===== config.mk =====
export PLATFORM = sky130hd
export DESIGN_NAME = div_unit
export DESIGN_NICKNAME = d
export VERILOG_FILES = /design/src/rtl/div_unit.sv
export SDC_FILE = /design/constraint.sdc
export NUM_CORES = 1
export LEC_CHECK = 0
export BUFFER_PORTS_ARGS = -buffer_cell sky130_fd_sc_hd__buf_4
export CORE_ASPECT_RATIO = 0.5
export CORE_UTILIZATION = 25
export CTS_BUF_LIST = sky130_fd_sc_hd__clkbuf_16
export DETAILED_ROUTE_END_ITERATION = 8
export GPL_TIMING_DRIVEN = 0
export SLEW_MARGIN = 10
export SYNTH_ARGS = -nofsm -noshare
export SYNTH_HDL_FRONTEND = slang
export SYNTH_SLANG_ARGS = --single-unit

===== constraint.sdc =====
create_clock -name clk -period 8.5 [get_ports clk]
set_input_delay 0.425 -clock clk [delete_from_list [all_inputs] [get_ports clk]]
set_output_delay 0.425 -clock clk [all_outputs]
set_load 0.02 [all_outputs]

===== src/rtl/div_unit.sv =====
// Multi-cycle integer divider for the EX stage: DIV/DIVU/REM/REMU using a
// restoring radix-2 datapath, one quotient bit per cycle, stall-based handshake.
module div_unit #(
  parameter int XLEN = 32
) (
  input  logic            clk,
  input  logic            rst_n,
  input  logic            start,
  input  logic [1:0]      div_op,
  input  logic [XLEN-1:0] rs1_data,
  input  logic [XLEN-1:0] rs2_data,
  input  logic            flush,
  output logic            stall,
  output logic [XLEN-1:0] result,
  output logic            result_valid
);

  typedef enum logic [1:0] {IDLE, BUSY, DONE} state_t;

  // Per-operation attributes captured at launch
  typedef struct packed {
    logic is_rem;
    logic neg_q;
    logic neg_r;
  } op_attr_t;

  localparam logic [XLEN-1:0] INT_MIN = {1'b1, {(XLEN-1){1'b0}}};

  state_t          state, state_nxt;
  logic [4:0]      cnt;
  logic [XLEN-1:0] prem;
  logic [XLEN-1:0] quo;
  logic [XLEN-1:0] dvs;
  op_attr_t        attr;

  // Launch-side decode
  logic            op_signed, a_neg, b_neg;
  logic [XLEN-1:0] a_mag, b_mag;
  logic            div_zero, ovf, special, launch;
  logic [XLEN-1:0] special_res;

  always_comb begin
    op_signed   = ~div_op[0];
    a_neg       = op_signed & rs1_data[XLEN-1];
    b_neg       = op_signed & rs2_data[XLEN-1];
    // Negating INT_MIN wraps to itself, which is the correct unsigned magnitude.
    a_mag       = a_neg ? -rs1_data : rs1_data;
    b_mag       = b_neg ? -rs2_data : rs2_data;
    div_zero    = (rs2_data == '0);
    ovf         = op_signed & (rs1_data == INT_MIN) & (rs2_data == '1);
    special     = div_zero | ovf;
    launch      = (state == IDLE) & start & ~flush;
    if (div_zero)
      special_res = div_op[1] ? rs1_data : '1;
    else
      special_res = div_op[1] ? '0 : INT_MIN;
  end

  // One restoring step: shift the next dividend bit into a 33-bit working
  // remainder, subtract the divisor if it fits.
  logic [XLEN:0]   prem_sh;
  logic [XLEN-1:0] diff, prem_nxt, quo_nxt;
  logic            take;
  logic [XLEN-1:0] q_fin, r_fin, fin;

  always_comb begin
    prem_sh  = {prem, quo[XLEN-1]};
    take     = (prem_sh >= {1'b0, dvs});
    diff     = prem_sh[XLEN-1:0] - dvs;
    prem_nxt = take ? diff : prem_sh[XLEN-1:0];
    quo_nxt  = {quo[XLEN-2:0], take};
    q_fin    = attr.neg_q ? -quo_nxt : quo_nxt;
    r_fin    = attr.neg_r ? -prem_nxt : prem_nxt;
    fin      = attr.is_rem ? r_fin : q_fin;
  end

  always_comb begin
    state_nxt = state;
    case (state)
      IDLE:    if (launch) state_nxt = special ? DONE : BUSY;
      BUSY:    if (cnt == '0) state_nxt = DONE;
      DONE:    state_nxt = IDLE;
      default: state_nxt = IDLE;
    endcase
    if (flush) state_nxt = IDLE;
  end

  // Stall is derived from state/start/flush only, never from result_valid.
  assign stall        = rst_n & ~flush & (((state == IDLE) & start) | (state == BUSY));
  assign result_valid = (state == DONE) & ~flush;

  always_ff @(posedge clk or negedge rst_n) begin
    if (!rst_n) begin
      state  <= IDLE;
      cnt    <= '0;
      prem   <= '0;
      quo    <= '0;
      dvs    <= '0;
      attr   <= '0;
      result <= '0;
    end else begin
      state <= state_nxt;
      if (launch) begin
        attr.is_rem <= div_op[1];
        attr.neg_q  <= a_neg ^ b_neg;
        attr.neg_r  <= a_neg;
        prem        <= '0;
        quo         <= a_mag;
        dvs         <= b_mag;
        cnt         <= '1;
        if (special) result <= special_res;
      end else if (state == BUSY && !flush) begin
        prem <= prem_nxt;
        quo  <= quo_nxt;
        cnt  <= cnt - 5'd1;
        if (cnt == '0) result <= fin;
      end
    end
  end

endmodule


After elaboration in Yosys (flattened, before gate mapping). Index checks and enable logic that the tools add are counted.

Flip-flop bits (word level): 138. Logic and storage cells: 70.

Bitwise gates (word level): 14. Eq/ne operators: 7. Reduce and logical (&&, ||, !) cells: 9. Muxes and demuxes: 24. Add/subtract/negate cells: 6. Magnitude comparators: 1.

Operator list (number): $mux W32 (17); $neg A32 Y32 (4); $eq A32 B32 Y1 const B (2); $ge A33 B32 Y1 (1); $logic_not A32 Y1 (1); $sub A32 B32 Y32 (1); $mux W5 (2); $and A1 B1 Y1 (9); $mux W2 (4); $ne A3 B3 Y1 const B (2); $logic_not A5 Y1 (1); $sub A5 B1 Y5 const B (1); $pmux W2 S2 (1); $reduce_bool A2 Y1 (2); $reduce_and A3 Y1 (1); $eq A2 B1 Y1 const B (1); $eq A2 B2 Y1 const B (1); $logic_not A2 Y1 (1); $ne A2 B2 Y1 const B (1); $not A1 Y1 (2); $or A1 B1 Y1 (2); $reduce_and A2 Y1 (1); $logic_and A1 B1 Y1 (1); $logic_not A1 Y1 (1); $xor A1 B1 Y1 (1).

Depth between registers and ports, before layout.
Depth in word-level cells: 8. Depth in mapped cells: 23. Depth with buffers taken out: 18.

Worst setup path before layout. Ideal clock, no wire load.

Path kind: register to register. From: reg prem[17]. To: reg result[24]. Data arrival time: 5053 ps. Path buffers: 4. Cell stages (with the launch flop): 22. Path slack: 3323 ps. Setup time: 124 ps. Data required time: 8376 ps. Path through: dfrtp_1 > ha_1 > buf_2 > and4_1 > or4b_4 > o21ai_2 > a211oi_4 > nand2_8 > clkbuf_1 > buf_1 > clkbuf_1 > nand2_1 > o21ai_0 > ha_1 > inv_1 > or3_1 > nor4_1 > o211ai_1 > o41ai_2 > xnor2_1 > a21oi_1 > a211o_1.

Longest elaborated chain between the ends: 8. Elaborated cells on any way between the ends: 11. Those cells by class: add/sub: 3; order compare: 1; mux: 7.

Ends and longest elaborated chain: start, declared (line 31) `logic [XLEN-1:0] prem;`; start signal, assigned (line 113) `prem <= prem_nxt;`; $sub A32 B32 Y32 or $ge A33 B32 Y1 (tied branches) (line 69, 68); $mux W32 (line 70) `prem_nxt = take ? diff : prem_sh[XLEN-1:0];`; $neg A32 Y32 (line 73) `r_fin = attr.neg_r ? -prem_nxt : prem_nxt;`; $mux W32 (line 73); $mux W32 (*) (line 74) `fin = attr.is_rem ? r_fin : q_fin;`; $mux W32 (*) (line 116) `if (cnt == '0) result <= fin;`; $mux W32 (*) (line 112) `end else if (state == BUSY && !flush) begin`; $mux W32 (*) (line 103) `if (launch) begin`; end signal, assigned (line 111) `if (special) result <= special_res;`; end signal, assigned (line 116); end, declared (line 14) `output logic [XLEN-1:0] result,`.

Every way passes the cells marked *; elsewhere a longest branch is shown, timed or not. The select of a mux whose other input is x is not followed. A chain may end at the register's enable or synchronous reset.

Worst setup path in the final report.
From: reg prem[9]. To: reg result[26].

The elaborated chain is that of the path after synthesis.

==> impl_metrics.env <==
export IMPL_root_buffer="clkbuf_16"
export IMPL_gp_congestion=0.934
export IMPL_timing_fmax_mhz=139
export IMPL_htreeDepth=4
export IMPL_antenna_cells=0
export IMPL_drt_wl_total_um=41900
export IMPL_worst_slew_pin_slew_ns=1.29
export IMPL_grt_util_met3_pct=2.38
export IMPL_r2r_worst_path_cells=21
export IMPL_clk_pin_slew_worst_paths_ns=0.07
export IMPL_cts_buffers=17
export IMPL_vias_in_the_first_global_route=10800
export IMPL_dpl_hpwl_um=32800
export IMPL_flop_and_latch_count_out_of_synthesis=138
export IMPL_synth_top_flop_cell="dfrtp_1"
export IMPL_top_level_ports=104
export IMPL_worst_setup_path_endpoint="result[26]$_DFFE_PN0P_"
export IMPL_max_cap_violations=0
export IMPL_end_kind="register"
export IMPL_detail_route_iter0_violations=1224
export IMPL_maxSlewViolCount=0
export IMPL_synth_yosys_seq_area_share_pct=30.6
export IMPL_port_buffers=103
export IMPL_cts_tree="yes"
export IMPL_mappedNetlistArea_sq_um=11300
export IMPL_yosysTopAreaCell="dfrtp_1"
export IMPL_hold_violations=0
export IMPL_rsz0062_at_grt="false"
export IMPL_globalRouteTotalUtil_pct=18.1
export IMPL_outcome="finished clean"
export IMPL_synth_warning_count=0
export IMPL_grt_pass1_wl_um=64700
export IMPL_ctsLongestPathBuffers=2
export IMPL_crit_path_start_kind="register"
export IMPL_grt_overflow_total=0
export IMPL_clock_skew_final_ns=0.0119
export IMPL_crit_fanout=10
export IMPL_power_per_cell_area_nw_per_um2=343
export IMPL_cp_startpoint="prem[9]$_DFFE_PN0P_"
export IMPL_num_vias=11800
export IMPL_irDropWorstVdd_mv=0.182
export IMPL_hold_path_class="in -> reg"
export IMPL_reg2reg_slack_ns=1.32
export IMPL_synth_enable_flop_cells=0
export IMPL_ys_async_sr_fraction_pct=100
export IMPL_die_w_um=302
export IMPL_numClockSinks=138
export IMPL_drc=0
export IMPL_synth_most_common_cell="nand2_1"
export IMPL_globalRouteMet1Util_pct=26.9
export IMPL_report_final_setup_viol=0
export IMPL_synth_common_cells="212 x nand2_1, 192 x o21ai_0, 138 x dfrtp_1"
export IMPL_die_area_sq_um=46000
export IMPL_p_leak_nw=5.56
export IMPL_critPathKind="reg -> reg"
export IMPL_drive_gt1_share_pct=10.9
export IMPL_die_height_um=152
export IMPL_worst_skew_late_latency_ns=0.45
export IMPL_largest_net_degree_at_the_start_of_global_routing=100
export IMPL_initial_core_util_pct=25.6
export IMPL_antenna_left=0
export IMPL_cts_repair_resize_count=0
export IMPL_synth_net_count=1569
export IMPL_antenna_found_initial=0
export IMPL_grt_use_met2_pct=26.8
export IMPL_crit_reg2reg_launch="prem[9]$_DFFE_PN0P_"
export IMPL_synth_lib_cells_used_distinct=77
export IMPL_synthesis_instances=1459
export IMPL_r2r_end="result[26]$_DFFE_PN0P_"
export IMPL_fp_coreArea_sq_um=44100
export IMPL_mapped_avg_cell_area_sq_um=7.73
export IMPL_finish_utilization_pct=30.5
export IMPL_vias_per_cell=5.39
export IMPL_timing_slew_headroom_pct=12.6
export IMPL_finalCritPeriodShare_pct=84.5
export IMPL_min_period_ns=7.18
export IMPL_final_stage_net_count=1694
export IMPL_drt_pass1_iter_count=6
export IMPL_top_usage_layer="met1"
export IMPL_setup_tns_final_ns=0
export IMPL_worst_ep_required_time_ns=8.81
export IMPL_post_synth_main_area_contributors="dfrtp_1 31%, o21ai_0 8.5%, nand2_1 7.1%, xor2_1 5.5%, xnor2_1 5.0%"
export IMPL_layout_filler_cells=4801
export IMPL_report_power_total_mw=4.62
export IMPL_routed_wire_length_per_instance_um=19.2
export IMPL_timing_critical_path_arrival_ns=7.48
export IMPL_syn2layout_area_growth_pct=19.3
export IMPL_yosys_area_top_type_share_pct=30.6
export IMPL_row_count=54
[sequential cells by signal, summed over array words and instances, names as in the netlist]
signal and cells:
result 32, state 2, quo 32, cnt 5
prem 32, attr 3, dvs 32
[metal layers]
layer	part of all wire (%)	wire, um
met5	0	0
met4	2.6	1090
met3	7.2	3000
met2	43	18100
met1	47	19700
[worst max-delay path, stage by stage, from the launching register on]
cell      delay [ns]
dfrtp_1         0.47
ha_1            0.31
buf_2           0.19
nand4_1         0.26
nor3_1          0.45
and4_1          0.31
a211oi_4        0.11
nand2_8         0.16
clkbuf_1        0.57
buf_1           0.65
clkbuf_1        0.61
nand2_1         0.11
o21ai_0         0.14
ha_1            0.29
inv_1           0.09
or3_1           0.42
nor4_1          0.46
o211ai_1        0.37
or2_1           0.41
o21ai_0         0.26
xor2_1          0.26
o21ai_0         0.11
[cell type report]
type | count | area [sq um] | area share, %
buffer | 83 | 345 | 2.57
clock buffer | 17 | 425 | 3.16
clock inverter | 15 | 183 | 1.36
inverter | 65 | 246 | 1.83
multi-input combinational | 1173 | 7240 | 53.8
sequential | 138 | 3450 | 25.7
tap | 588 | 736 | 5.47
timing repair buffer | 106 | 826 | 6.14
[layout by cell type (no fill, tap or decap), drive strengths merged, types with 7 or more instances in the layout]
cell	n
a31oi	14
nor2	91
mux2i	21
a21o	10
o211ai	12
o41ai	11
o31ai	23
nor4	14
o22ai	33
and2	9
xor2	71
nand2	213
nand2b	8
a22o	7
a211oi	17
o21ai	196
clkinv	7
clkbuf	80
nand3	20
nor2b	13
buf	125
o21a	7
nor3	49
a21oi	89
o221ai	8
nand4	24
dfrtp	138
ha	39
inv	68
xnor2	65
or3	20
and3	8
[per-stage QoR]
step / area, sq um / instances / setup WS [ns] / hold slack, ns
finish: 13500 / 2185 / 1.32 / 0.256
global route: 13500 / 2185 / 1.04 / 0.244
detailed placement: 12800 / 2152 / 1.68 / 0.334
floorplan: 11300 / 1459 / 3.32 / 0.129
CTS: 13500 / 2185 / 1.59 / 0.250
global placement: 12800 / 2150 / 1.73 / 0.458
[power by group]
| part | internal [mW] | leakage, nW | switching (mW) |
|---|---|---|---|
| clock network | 0.486 | 0.302 | 0.321 |
| logic | 1.00 | 3.49 | 1.86 |
| registers | 0.791 | 1.77 | 0.162 |
| total | 2.28 | 5.56 | 2.34 |
[worst min-delay path by stage]
| stage | start | endpoint | slack [ns] | depth (start not counted) |
|---|---|---|---|---|
| floorplan | rst_n | attr[0]$_DFFE_PN0P_ | 0.13 | 0 |
| finish | div_op[0] | attr[1]$_DFFE_PN0P_ | 0.26 | 2 |
| global placement | result[1]$_DFFE_PN0P_ | result[1]$_DFFE_PN0P_ | 0.46 | 2 |
| detailed placement | rst_n | dvs[22]$_DFFE_PN0P_ | 0.33 | 1 |
| global route | div_op[0] | attr[1]$_DFFE_PN0P_ | 0.24 | 2 |
| CTS | div_op[0] | attr[1]$_DFFE_PN0P_ | 0.25 | 2 |
[cell families (layout without fill, tap and decap cells)]
| logic type | count (synthesis) | after routing | synth area share, % |
|---|---|---|---|
| and+or+nand+nor | 501 | 501 | 20.9 |
| AOI/OAI and AO/OA | 473 | 473 | 26.1 |
| buffers and inverters | 148 | 286 | 5.25 |
| DFF | 138 | 138 | 30.6 |
| xor gates and xnor gates | 136 | 136 | 10.6 |
| adders and majority gates | 40 | 40 | 4.50 |
| muxes | 23 | 23 | 2.06 |
[repair_timing]
item / 4_1_cts / 5_1_grt
setup endpoints to repair: 0 / 0
endpoints found under the hold margin: 40 / 0
buffers inserted: 0 / 0
hold buffers: 1 / 0
Power figures use the tool's default switching activity.
